`src/rtl/display_sr_gen.sv`:
```
// Display shift register: hold / shift / rotate / LFSR with a prescaler.
// Parallel load, LFSR lock-up recovery and sequence-wrap pulse.
module display_sr_gen #(
  parameter int               WIDTH = 8,
  parameter logic [WIDTH-1:0] TAPS  = 8'hB8,
  parameter logic [WIDTH-1:0] SEED  = 8'h01,
  parameter int               DIV   = 1
) (
  input  logic             clk,
  input  logic             clr,
  input  logic             en,
  input  logic [1:0]       mode,
  input  logic             load,
  input  logic [WIDTH-1:0] din,
  input  logic             sin,
  output logic [WIDTH-1:0] qs,
  output logic             step,
  output logic             wrap,
  output logic             lockup
);

  localparam int CW = (DIV > 1) ? $clog2(DIV) : 1;
  localparam logic [CW-1:0] CMAX = CW'(DIV - 1);

  localparam logic [1:0] M_HOLD  = 2'b00;
  localparam logic [1:0] M_SHIFT = 2'b01;
  localparam logic [1:0] M_ROT   = 2'b10;
  localparam logic [1:0] M_LFSR  = 2'b11;

  logic [CW-1:0]    cnt;
  logic [CW-1:0]    cnt_nxt;
  logic             tick;
  logic             fb;
  logic             zero;
  logic [WIDTH-1:0] nxt;

  assign tick = en && (cnt == CMAX);
  assign fb   = ^(qs & TAPS);
  assign zero = (qs == '0);

  always_comb begin
    cnt_nxt = cnt;
    if (en) begin
      if (tick) cnt_nxt = '0;
      else      cnt_nxt = cnt + CW'(1);
    end
  end

  // an all-zero LFSR would stick forever, so it restarts from SEED
  always_comb begin
    nxt = qs;
    unique case (mode)
      M_HOLD:  nxt = qs;
      M_SHIFT: nxt = {qs[WIDTH-2:0], sin};
      M_ROT:   nxt = {qs[WIDTH-2:0], qs[WIDTH-1]};
      M_LFSR:  nxt = zero ? SEED : {qs[WIDTH-2:0], fb};
    endcase
  end

  always_ff @(posedge clk or negedge clr) begin
    if (!clr) begin
      qs     <= SEED;
      cnt    <= '0;
      step   <= 1'b0;
      wrap   <= 1'b0;
      lockup <= 1'b0;
    end else begin
      step   <= 1'b0;
      wrap   <= 1'b0;
      lockup <= 1'b0;
      if (load) begin
        qs  <= din;
        cnt <= '0;
      end else begin
        cnt <= cnt_nxt;
        if (tick && (mode != M_HOLD)) begin
          qs   <= nxt;
          step <= 1'b1;
          if (mode == M_LFSR) begin
            wrap   <= (nxt == SEED);
            lockup <= zero;
          end
        end
      end
    end
  end

endmodule

```
`config.mk`:
```
export PLATFORM = sky130hd
export DESIGN_NAME = display_sr_gen
export DESIGN_NICKNAME = d
export VERILOG_FILES = /design/src/rtl/display_sr_gen.sv
export SDC_FILE = /design/constraint.sdc
export NUM_CORES = 1
export LEC_CHECK = 0
export BUFFER_PORTS_ARGS = -buffer_cell sky130_fd_sc_hd__buf_4
export CORE_MARGIN = 2
export CORE_UTILIZATION = 30
export DETAILED_ROUTE_END_ITERATION = 16
export GPL_ROUTABILITY_DRIVEN = 0
export GPL_TIMING_DRIVEN = 0
export PLACE_DENSITY = 0.53
export SETUP_SLACK_MARGIN = 0.5
export SYNTH_ARGS = -nofsm -noshare
export SYNTH_HDL_FRONTEND = slang
export SYNTH_SLANG_ARGS = --single-unit
export TNS_END_PERCENT = 1
```
`constraint.sdc`:
```
create_clock -name clk -period 2.1 [get_ports clk]
set_input_delay 0.315 -clock clk [delete_from_list [all_inputs] [get_ports clk]]
set_output_delay 0.315 -clock clk [all_outputs]
set_load 0.02 [all_outputs]
```
# After elaboration in Yosys (flattened, before gate mapping)

Index checks and enable logic that the tools add are counted.

Output and inout bits: 11
Register bits after elaboration: 12

Bitwise logic cells: 1
$add $sub $neg: 1
Multiplexer cells: 15
Reductions and logical operators: 8
Eq/ne operators: 4

Operators with widths:

| kind                  | number |
|---|---|
| $pmux W8 S4           | 1 |
| $mux W8               | 3 |
| $mux W1               | 11 |
| $eq A8 B1 Y1 const B  | 1 |
| $logic_not A8 Y1      | 1 |
| $reduce_xor A8 Y1     | 1 |
| $reduce_bool A2 Y1    | 3 |
| $eq A2 B2 Y1 const B  | 2 |
| $eq A2 B1 Y1 const B  | 1 |
| $logic_and A1 B1 Y1   | 2 |
| $logic_not A2 Y1      | 1 |
| $add A1 B1 Y1 const B | 1 |
| $not A1 Y1            | 1 |

# Depth between registers and ports, before layout

Gate-level depths: netlist of run 1.

Depth after elaboration: 7
Gate-level depth with buffers: 6
Mapped depth without buffers: 6

# Worst setup path before layout of run 1

OpenSTA, ideal clock, no wires.

Path kind: reg-to-reg
Start point: reg qs[4]
End point: reg wrap
Stages on the path, launching flop included: 7
Setup slack: 0.290 ns
Arrival time: 1.743 ns
Buffers on the path: 0
Path through: dfrtp_1 -> inv_1 -> ha_1 -> and3_2 -> a21o_2 -> a2111oi_2 -> and3_1

Cells in the longest elaborated chain, start to end: 7
Elaborated cells between the ends (all ways): 8
Those cells by class: eq/ne (1); mux (5); reduce/logical (2)

Ends and longest elaborated chain:

| what                                                  | RTL line | text |
|---|---|---|
| start, declared                                       | 16       | `output logic [WIDTH-1:0] qs,` |
| start signal, assigned                                | 72       | `qs <= din;` |
| start signal, assigned                                | 77       | `qs <= nxt;` |
| $reduce_xor A8 Y1 or $logic_not A8 Y1 (tied branches) | 38, 39   |  |
| $mux W8                                               | 56       | `M_LFSR: nxt = zero ? SEED : {qs[WIDTH-2:0], fb};` |
| $pmux W8 S4 (*)                                       | 52       | `unique case (mode)` |
| $eq A8 B1 Y1 (*)                                      | 80       | `wrap <= (nxt == SEED);` |
| $mux W1 (*)                                           | 79       | `if (mode == M_LFSR) begin` |
| $mux W1 (*)                                           | 76       | `if (tick && (mode != M_HOLD)) begin` |
| $mux W1 (*)                                           | 71       | `if (load) begin` |
| end signal, assigned                                  | 80       |  |
| end, declared                                         | 18       | `output logic wrap,` |

Every way passes the cells marked *; elsewhere a longest branch is shown, timed or not.
A chain may end at the register's enable or synchronous reset.

# Worst setup path in the final report of run 1

Start point: reg qs[5]
End point: reg wrap

Same word-level chain as after synthesis.

==> results.json, run 1 <==
{
  "holdCritPathClass": "primary input to flip-flop",
  "numPortBuffers": 24,
  "global_route_wire_length_before_repair_um": 3190,
  "synth_warnings": 0,
  "report.final.slew_viol_count": 0,
  "fin_skew_ns": 0.00473,
  "tritoncts.num_buffers": 3,
  "grt_residual_overflow": 0,
  "path_clk_slew_ns": 0.08,
  "dpl-instance-area_um2": 978,
  "floorplan.die.width_um": 53.7,
  "worst_r2r_path_depth": 6,
  "num_io_pins": 26,
  "vias_per_cell": 4.93,
  "syn_area_um2": 742,
  "finish.net_count": 125,
  "ys_seq_elements": 12,
  "clock_tree_from_tritoncts": "built",
  "via_count_of_the_first_global_routing_pass": 662,
  "fin_cells": 138,
  "critical_path_peak_fanout": 3,
  "multiInputGateArea_um2": 432,
  "postSynthCellCount": 77,
  "fp.coreArea_um2": 2410,
  "clk_path_buf_depth": 2,
  "power_density_nw_per_um2": 632,
  "dpl.cell_count": 131,
  "wl_um": 1820,
  "finalHoldViolations": 0,
  "wl_per_cell_um": 13.2,
  "detailroute.via_count": 680,
  "critical_path_start_type": "flip-flop",
  "final.fill_count": 237,
  "ant_nets": 0,
  "flow.area_growth_from_synthesis_pct": 42.7,
  "drt-initial-drc-count": 7,
  "synth_area_per_cell_um2": 9.64,
  "seqCellArea_um2": 304,
  "timing.critical_path.arrival_ns": 1.80,
  "ys_seq_area_share_pct": 40.6,
  "setup_viol": 0,
  "row_count": 18,
  "cts_max_level": 1,
  "clkSinkCount": 12,
  "grt_setup_unrepaired": "true",
  "maxCapViolations": 0,
  "start_util_pct": 30.8,
  "timing_worst_slew_pin_value_ns": 0.511,
  "path_class": "flip-flop to flip-flop",
  "final_layout_size_suffix_gt1_share_pct": 45.4,
  "antenna_found_initial": 0,
  "syn_nets": 93,
  "grt.total_usage_pct": 15.6,
  "hold_depth": 2,
  "clk_root_buffer_cell": "sky130_fd_sc_hd__clkbuf_4",
  "number_of_search_and_repair_iterations_in_the_first_detailed_routing_pass": 4,
  "layout.core_utilization_pct": 43.9,
  "peakVddDrop_uv": 438,
  "die_height_um": 53.7,
  "place_hpwl_um": 1330,
  "maxClockFrequency_ghz": 0.631,
  "fin_area_um2": 1060,
  "slew_limit_headroom_pct": 66.0,
  "timing.critical_path.required_ns": 2.32,
  "diodes": 0,
  "end_kind": "flip-flop",
  "run_status": "complete, no violations",
  "setup_total_negative_slack_ns": 0,
  "die_area_um2": 2890,
  "worstSkewPairLatency_ns": 0.28,
  "finalCriticalPeriod_ns": 1.59,
  "post_synth_num_cell_types": 34,
  "static-leakage-power_nw": 0.472,
  "maximum_number_of_pins_on_one_net_before_global_route_repair": 13,
  "final_worst_path_cycle_share_pct": 75.5,
  "drc": 0
}
[path summary, 6_finish.rpt]
check | start | endpoint | slack (ns)
setup / recovery | qs[5] | wrap | 0.51
hold / removal | en | cnt | 0.19
setup reg to reg | qs[5] | wrap | 0.51
hold reg to reg | cnt | cnt | 0.56
max in group asynchronous | clr | qs[0] | 1.47
min in group asynchronous | clr | qs[1] | 0.41
[power breakdown]
group | internal [W] | switching [W] | total [W]
clock network | 0.000105 | 0.0000827 | 0.000188
registers | 0.000251 | 0.0000246 | 0.000275
logic | 0.000102 | 0.000103 | 0.000205
total | 0.000459 | 0.000210 | 0.000669
[metrics by stage]
step                      hold slack [ns]  setup WS (ns)  power (W)
after CTS                           0.181          0.506   0.000675
after global routing                0.169          0.427   0.000723
after floorplan                    0.0194          0.509   0.000395
after detailed placement            0.168          0.481   0.000474
final                               0.195          0.514   0.000669
after global placement              0.167          0.481   0.000473
[flip-flops by register name, summed over array words and instances (netlist names)]
name	cells
step	1
cnt	1
lockup	1
qs	8
wrap	1
[layer usage]
layer	GRT usage (%)	share of wire (%)
met1	19.3	42
met5	0	0
met2	25.4	52
met4	3.85	0
met3	5.83	5.4
[final cells by class]
class	count	share of cell area, %
flip-flops and latches	12	28.7
clock buffers	4	3.43
multi-input cells	56	40.8
repair buffers	27	19.4
plain buffers	5	2.72
inverters	4	1.42
well taps	30	3.55
[cell usage in the layout, fill, tap and decap left out, types with 2 or more instances in the layout]
cell type | synthesis | routed
sky130_fd_sc_hd__a21oi_1 | 5 | 5
sky130_fd_sc_hd__nor2b_1 | 2 | 2
sky130_fd_sc_hd__inv_2 | 0 | 2
sky130_fd_sc_hd__and2b_2 | 3 | 3
sky130_fd_sc_hd__buf_2 | 2 | 2
sky130_fd_sc_hd__dfrtp_1 | 11 | 9
sky130_fd_sc_hd__inv_1 | 4 | 2
sky130_fd_sc_hd__nand2_1 | 6 | 6
sky130_fd_sc_hd__nor3b_1 | 4 | 4
sky130_fd_sc_hd__o21ai_0 | 6 | 6
sky130_fd_sc_hd__mux2i_1 | 5 | 5
sky130_fd_sc_hd__a2111oi_4 | 1 | 2
sky130_fd_sc_hd__nor2_1 | 3 | 3
sky130_fd_sc_hd__clkbuf_4 | 0 | 3
sky130_fd_sc_hd__nand2b_1 | 2 | 2
sky130_fd_sc_hd__nand3_1 | 3 | 3
sky130_fd_sc_hd__dfrtp_2 | 0 | 2
sky130_fd_sc_hd__buf_4 | 0 | 26
[worst max-delay path: stages, from the launching register on]
cell,delay [ns]
sky130_fd_sc_hd__dfrtp_2,0.41
sky130_fd_sc_hd__inv_2,0.07
sky130_fd_sc_hd__ha_4,0.21
sky130_fd_sc_hd__and3_4,0.17
sky130_fd_sc_hd__a21o_2,0.20
sky130_fd_sc_hd__a2111oi_4,0.27
sky130_fd_sc_hd__and3_1,0.20
[synth_stat cells]
| cell | n | share of area, % |
|---|---|---|
| sky130_fd_sc_hd__dfrtp_1 | 11 | 37 |
| sky130_fd_sc_hd__nand2_1 | 6 | 3.0 |
| sky130_fd_sc_hd__o21ai_0 | 6 | 4.0 |
| sky130_fd_sc_hd__a21oi_1 | 5 | 3.4 |
| sky130_fd_sc_hd__mux2i_1 | 5 | 6.7 |
| sky130_fd_sc_hd__inv_1 | 4 | 2.0 |
| sky130_fd_sc_hd__nor3b_1 | 4 | 4.0 |
| sky130_fd_sc_hd__and2b_2 | 3 | 3.5 |
| sky130_fd_sc_hd__nand3_1 | 3 | 2.0 |
| sky130_fd_sc_hd__nor2_1 | 3 | 1.5 |
| sky130_fd_sc_hd__buf_2 | 2 | 1.3 |
| sky130_fd_sc_hd__nand2b_1 | 2 | 1.7 |
| sky130_fd_sc_hd__nor2b_1 | 2 | 1.7 |
| sky130_fd_sc_hd__a2111oi_2 | 1 | 2.0 |
| sky130_fd_sc_hd__a2111oi_4 | 1 | 3.7 |
| sky130_fd_sc_hd__a21o_2 | 1 | 1.2 |
| sky130_fd_sc_hd__a31oi_1 | 1 | 0.84 |
| sky130_fd_sc_hd__and3_1 | 1 | 0.84 |
| sky130_fd_sc_hd__and3_2 | 1 | 1.0 |
| sky130_fd_sc_hd__buf_1 | 1 | 0.51 |
| sky130_fd_sc_hd__buf_6 | 1 | 1.5 |
| sky130_fd_sc_hd__clkbuf_1 | 1 | 0.51 |
| sky130_fd_sc_hd__dfstp_2 | 1 | 3.5 |
| sky130_fd_sc_hd__ha_1 | 1 | 1.7 |
| sky130_fd_sc_hd__mux2_2 | 1 | 1.5 |
| sky130_fd_sc_hd__nand4_1 | 1 | 0.84 |
| sky130_fd_sc_hd__nand4b_1 | 1 | 1.2 |
| sky130_fd_sc_hd__nor2_2 | 1 | 0.84 |
| sky130_fd_sc_hd__nor3_1 | 1 | 0.67 |
| sky130_fd_sc_hd__nor4_1 | 1 | 0.84 |
| sky130_fd_sc_hd__o31ai_1 | 1 | 1.0 |
| sky130_fd_sc_hd__o32ai_1 | 1 | 1.2 |
| sky130_fd_sc_hd__or3b_1 | 1 | 1.2 |
| sky130_fd_sc_hd__xor2_1 | 1 | 1.2 |
[cell families (layout without fill, tap and decap cells)]
family	Yosys count	count (layout)	synth area share, %
buffers and inverters	9	40	5.90
XOR/XNOR	1	1	1.18
AND/OR/NAND/NOR	31	31	25.0
multiplexers	6	6	8.26
AO/OA/AOI/OAI	17	17	17.4
flip-flops	12	12	40.6
adder cells (fa/ha/maj)	1	1	1.69
[what timing repair did]
action,in CTS,in global routing
gates resized for setup,0,2
hold endpoints to repair,11,0
pin swaps,1,1
buffers inserted,2,0
hold buffers,1,0
endpoints found under the setup margin,1,2
gates cloned,0,0
Power figures use the tool's default switching activity.
==> run 2: changes to the inputs <==
--- a/config.mk
+++ b/config.mk
@@ -5,13 +5,14 @@
 export SDC_FILE = /design/constraint.sdc
 export NUM_CORES = 1
 export LEC_CHECK = 0
+export ABC_AREA = 1
 export BUFFER_PORTS_ARGS = -buffer_cell sky130_fd_sc_hd__buf_4
 export CORE_MARGIN = 2
 export CORE_UTILIZATION = 30
 export DETAILED_ROUTE_END_ITERATION = 16
 export GPL_ROUTABILITY_DRIVEN = 0
 export GPL_TIMING_DRIVEN = 0
-export PLACE_DENSITY = 0.53
+export PLACE_DENSITY = 0.54
 export SETUP_SLACK_MARGIN = 0.5
 export SYNTH_ARGS = -nofsm -noshare
 export SYNTH_HDL_FRONTEND = slang
==> constraint.sdc (replaced) <==
create_clock -name clk -period 1.27 [get_ports clk]
set_input_delay 0.1905 -clock clk [delete_from_list [all_inputs] [get_ports clk]]
set_output_delay 0.1905 -clock clk [all_outputs]
set_load 0.02 [all_outputs]
==> results.json, run 2 <==
{
  "wl_um": 1940,
  "clock_tree_from_tritoncts": "built",
  "hold_end": "cnt",
  "ys_seq_elements": 12,
  "simple_gate_portion_of_the_synthesized_area_pct": 37.0,
  "largest_register": "qs",
  "end_kind": "flip-flop",
  "finalHoldViolations": 0,
  "drt-initial-drc-count": 16,
  "seqCellArea_um2": 307,
  "setup_viol": 3,
  "fin_cells": 172,
  "hold_depth": 2,
  "holdCritPathClass": "primary input to flip-flop",
  "peakVddDrop_uv": 479,
  "tritoncts.num_buffers": 3,
  "numPortBuffers": 25,
  "synth_top_family_by_area": "simple AND/OR/NAND/NOR gates",
  "syn_nets": 123,
  "drc": 0,
  "synth_area_per_cell_um2": 7.11,
  "global_route_wire_length_before_repair_um": 3220,
  "dpl-instance-area_um2": 1000,
  "grt_residual_overflow": 0,
  "yosysTopAreaCellShare_pct": 36.2,
  "wl_per_cell_um": 11.3,
  "die_height_um": 54.4,
  "multiInputGateArea_um2": 424,
  "final_worst_path_cycle_share_pct": 105,
  "path_clk_slew_ns": 0.09,
  "postSynthCellCount": 107,
  "finalCriticalPeriod_ns": 1.33,
  "grt.met2_usage_pct": 26.7,
  "synth_top_cells_by_area": "sky130_fd_sc_hd__dfrtp_1 36%, sky130_fd_sc_hd__nand2_1 18%, sky130_fd_sc_hd__inv_1 6.9%, sky130_fd_sc_hd__nor2_1 6.4%, sky130_fd_sc_hd__o21ai_0 4.6%",
  "timing.critical_path.arrival_ns": 1.54,
  "ant_nets": 0,
  "synth_ff_type": "sky130_fd_sc_hd__dfrtp_1",
  "most_common_cell_after_layout_fill_and_taps_aside": "sky130_fd_sc_hd__nand2_1",
  "timing.critical_path.slowest_cell_delay_ns": 0.41,
  "yosysTopAreaCell": "sky130_fd_sc_hd__dfrtp_1",
  "row_count": 18,
  "syn_area_um2": 761,
  "critical_path_peak_fanout": 4,
  "async_flop_share_pct": 100,
  "slowest_stage": "sky130_fd_sc_hd__dfrtp_2",
  "fin_area_um2": 1130,
  "fin_skew_ns": 0.00830,
  "synth_warnings": 0,
  "synthMostInstantiatedCell": "sky130_fd_sc_hd__nand2_1",
  "preCtsSetupSlack_ns": -0.109,
  "most-common-layout-cells": "35 x sky130_fd_sc_hd__nand2_1, 22 x sky130_fd_sc_hd__buf_4, 12 x sky130_fd_sc_hd__nor2_1",
  "clk_root_buffer_cell": "sky130_fd_sc_hd__clkbuf_4",
  "start_util_pct": 31.3,
  "fp.coreArea_um2": 2430,
  "timing.critical_path.buf_inv": 3,
  "post-route-worst-setup-slack_ns": -0.0598,
  "critical_path.cell_chain": "inv_2, ha_4, nand2_2, nor2_2, nand3_2, buf_4, buf_4, nor2_1",
  "worst_hold_startpoint": "en",
  "synth-compound-area-share_pct": 12.0,
  "largest_register_ff_count": 8,
  "maxClockFrequency_ghz": 0.752,
  "worst-r2r-setup-slack_ns": -0.06,
  "timing.critical_path.required_ns": 1.49,
  "flow.area_growth_from_synthesis_pct": 49.2,
  "clkSinkCount": 12,
  "grt_setup_unrepaired": "true",
  "timing_worst_slew_pin_value_ns": 0.367,
  "report.final.slew_viol_count": 0,
  "dpl.cell_count": 162,
  "worstReg2RegStart": "qs[5]",
  "number_of_search_and_repair_iterations_in_the_first_detailed_routing_pass": 4,
  "clk_path_buf_depth": 2,
  "cts_max_level": 1,
  "violations_in_the_final_reports": "setup timing",
  "detailroute.via_count": 784,
  "num_io_pins": 26,
  "vias_per_cell": 4.56,
  "floorplan.die.width_um": 54.4,
  "timing.rr.end": "lockup",
  "worst_path_most_repeated_cell": "sky130_fd_sc_hd__buf_4",
  "die_area_um2": 2950,
  "gr-max-usage-layer": "met2",
  "layout.core_utilization_pct": 46.7,
  "maxCapViolations": 0,
  "finish.net_count": 159,
  "slew_limit_headroom_pct": 75.5,
  "post_synth_num_cell_types": 21,
  "antenna_found_initial": 0,
  "cpLargestDelayFamily": "flip-flops",
  "final.fill_count": 267,
  "synth-xor-area-share_pct": 1.15,
  "via_count_of_the_first_global_routing_pass": 730,
  "run_status": "complete, but fails checks",
  "diodes": 0,
  "ys_seq_area_share_pct": 39.6,
  "place_hpwl_um": 1470,
  "worstSkewPairLatency_ns": 0.28,
  "path_class": "flip-flop to flip-flop",
  "critical_path_start_type": "flip-flop",
  "worst_r2r_path_depth": 8,
  "final_layout_size_suffix_gt1_share_pct": 40.8,
  "globalRouteMet1Util_pct": 18.4,
  "synth_edf_count": 0,
  "power_density_nw_per_um2": 1010,
  "maximum_number_of_pins_on_one_net_before_global_route_repair": 13,
  "grt.total_usage_pct": 15.3,
  "synthAdderAreaFrac_pct": 1.64,
  "static-leakage-power_nw": 0.580,
  "synth.cells.most_frequent": "36 x sky130_fd_sc_hd__nand2_1, 14 x sky130_fd_sc_hd__inv_1, 13 x sky130_fd_sc_hd__nor2_1, 11 x sky130_fd_sc_hd__dfrtp_1, 7 x sky130_fd_sc_hd__o21ai_0",
  "globalRouteMet3Util_pct": 3.28,
  "yosys-mux-area-fraction_pct": 0
}
[run 2: cell types whose count changed after synthesis, sizes merged, moves of 4 or more]
cell,before,now
nor2,4,15
nor3b,4,0
nand2,6,39
mux2i,5,0
inv,4,16
[run 2: how the worst max path moves through the flow]
stage / start / to / slack, ns / depth (start not counted)
floorplan: qs[4] / wrap / -0.02 / 8
global placement: qs[4] / wrap / -0.10 / 10
global route: qs[5] / wrap / -0.20 / 10
CTS: qs[5] / wrap / -0.09 / 8
finish: qs[5] / lockup / -0.06 / 8
detailed placement: qs[4] / wrap / -0.11 / 10
[run 2: cell families after synthesis]
logic type               Yosys count
flip-flops                        12
AO/OA/AOI/OAI                     15
XOR/XNOR                           1
adder cells (fa/ha/maj)            1
AND/OR/NAND/NOR                   61
buffers and inverters             17
[run 2: area by class of cell]
cell class                 instances  area share (%)
sequential                        12            27.0
multi-input combinational         78            37.4
clock buffer                       4            3.20
timing repair buffer              31            23.4
inverter                          16            5.29
buffer                             1           0.441
tap                               30            3.31
[run 2: routing by layer]
metal  routed length (um)  vias up
met5                    0        -
met4                   10        0
met3                   90        2
met2                 1010       18
met1                  830      359
li1                     -      405
[run 2: power by group]
group,internal [W],switching [W],leakage (nW),total (W)
clock network,0.000174,0.000137,0.0210,0.000312
registers,0.000418,0.0000375,0.147,0.000456
logic,0.000177,0.000203,0.413,0.000380
total,0.000769,0.000378,0.580,0.00115
[run 2: repair_timing]
action / in CTS / in global routing
buffers inserted: 4 / 1
setup endpoints to repair: 22 / 22
hold buffers: 1 / 0
resized for setup: 13 / 3
pin swaps: 9 / 5
endpoints found under the hold margin: 12 / 0
[run 2: metrics by stage]
step | hold WS [ns] | power [W] | TNS (ns)
after floorplan | -0.105 | 0.000655 | -0.0197
after global placement | 0.0420 | 0.000789 | -0.218
after detailed placement | 0.0448 | 0.000794 | -0.299
after CTS | 0.0848 | 0.00116 | -0.174
after global routing | 0.0837 | 0.00122 | -0.655
final | 0.0951 | 0.00115 | -0.110
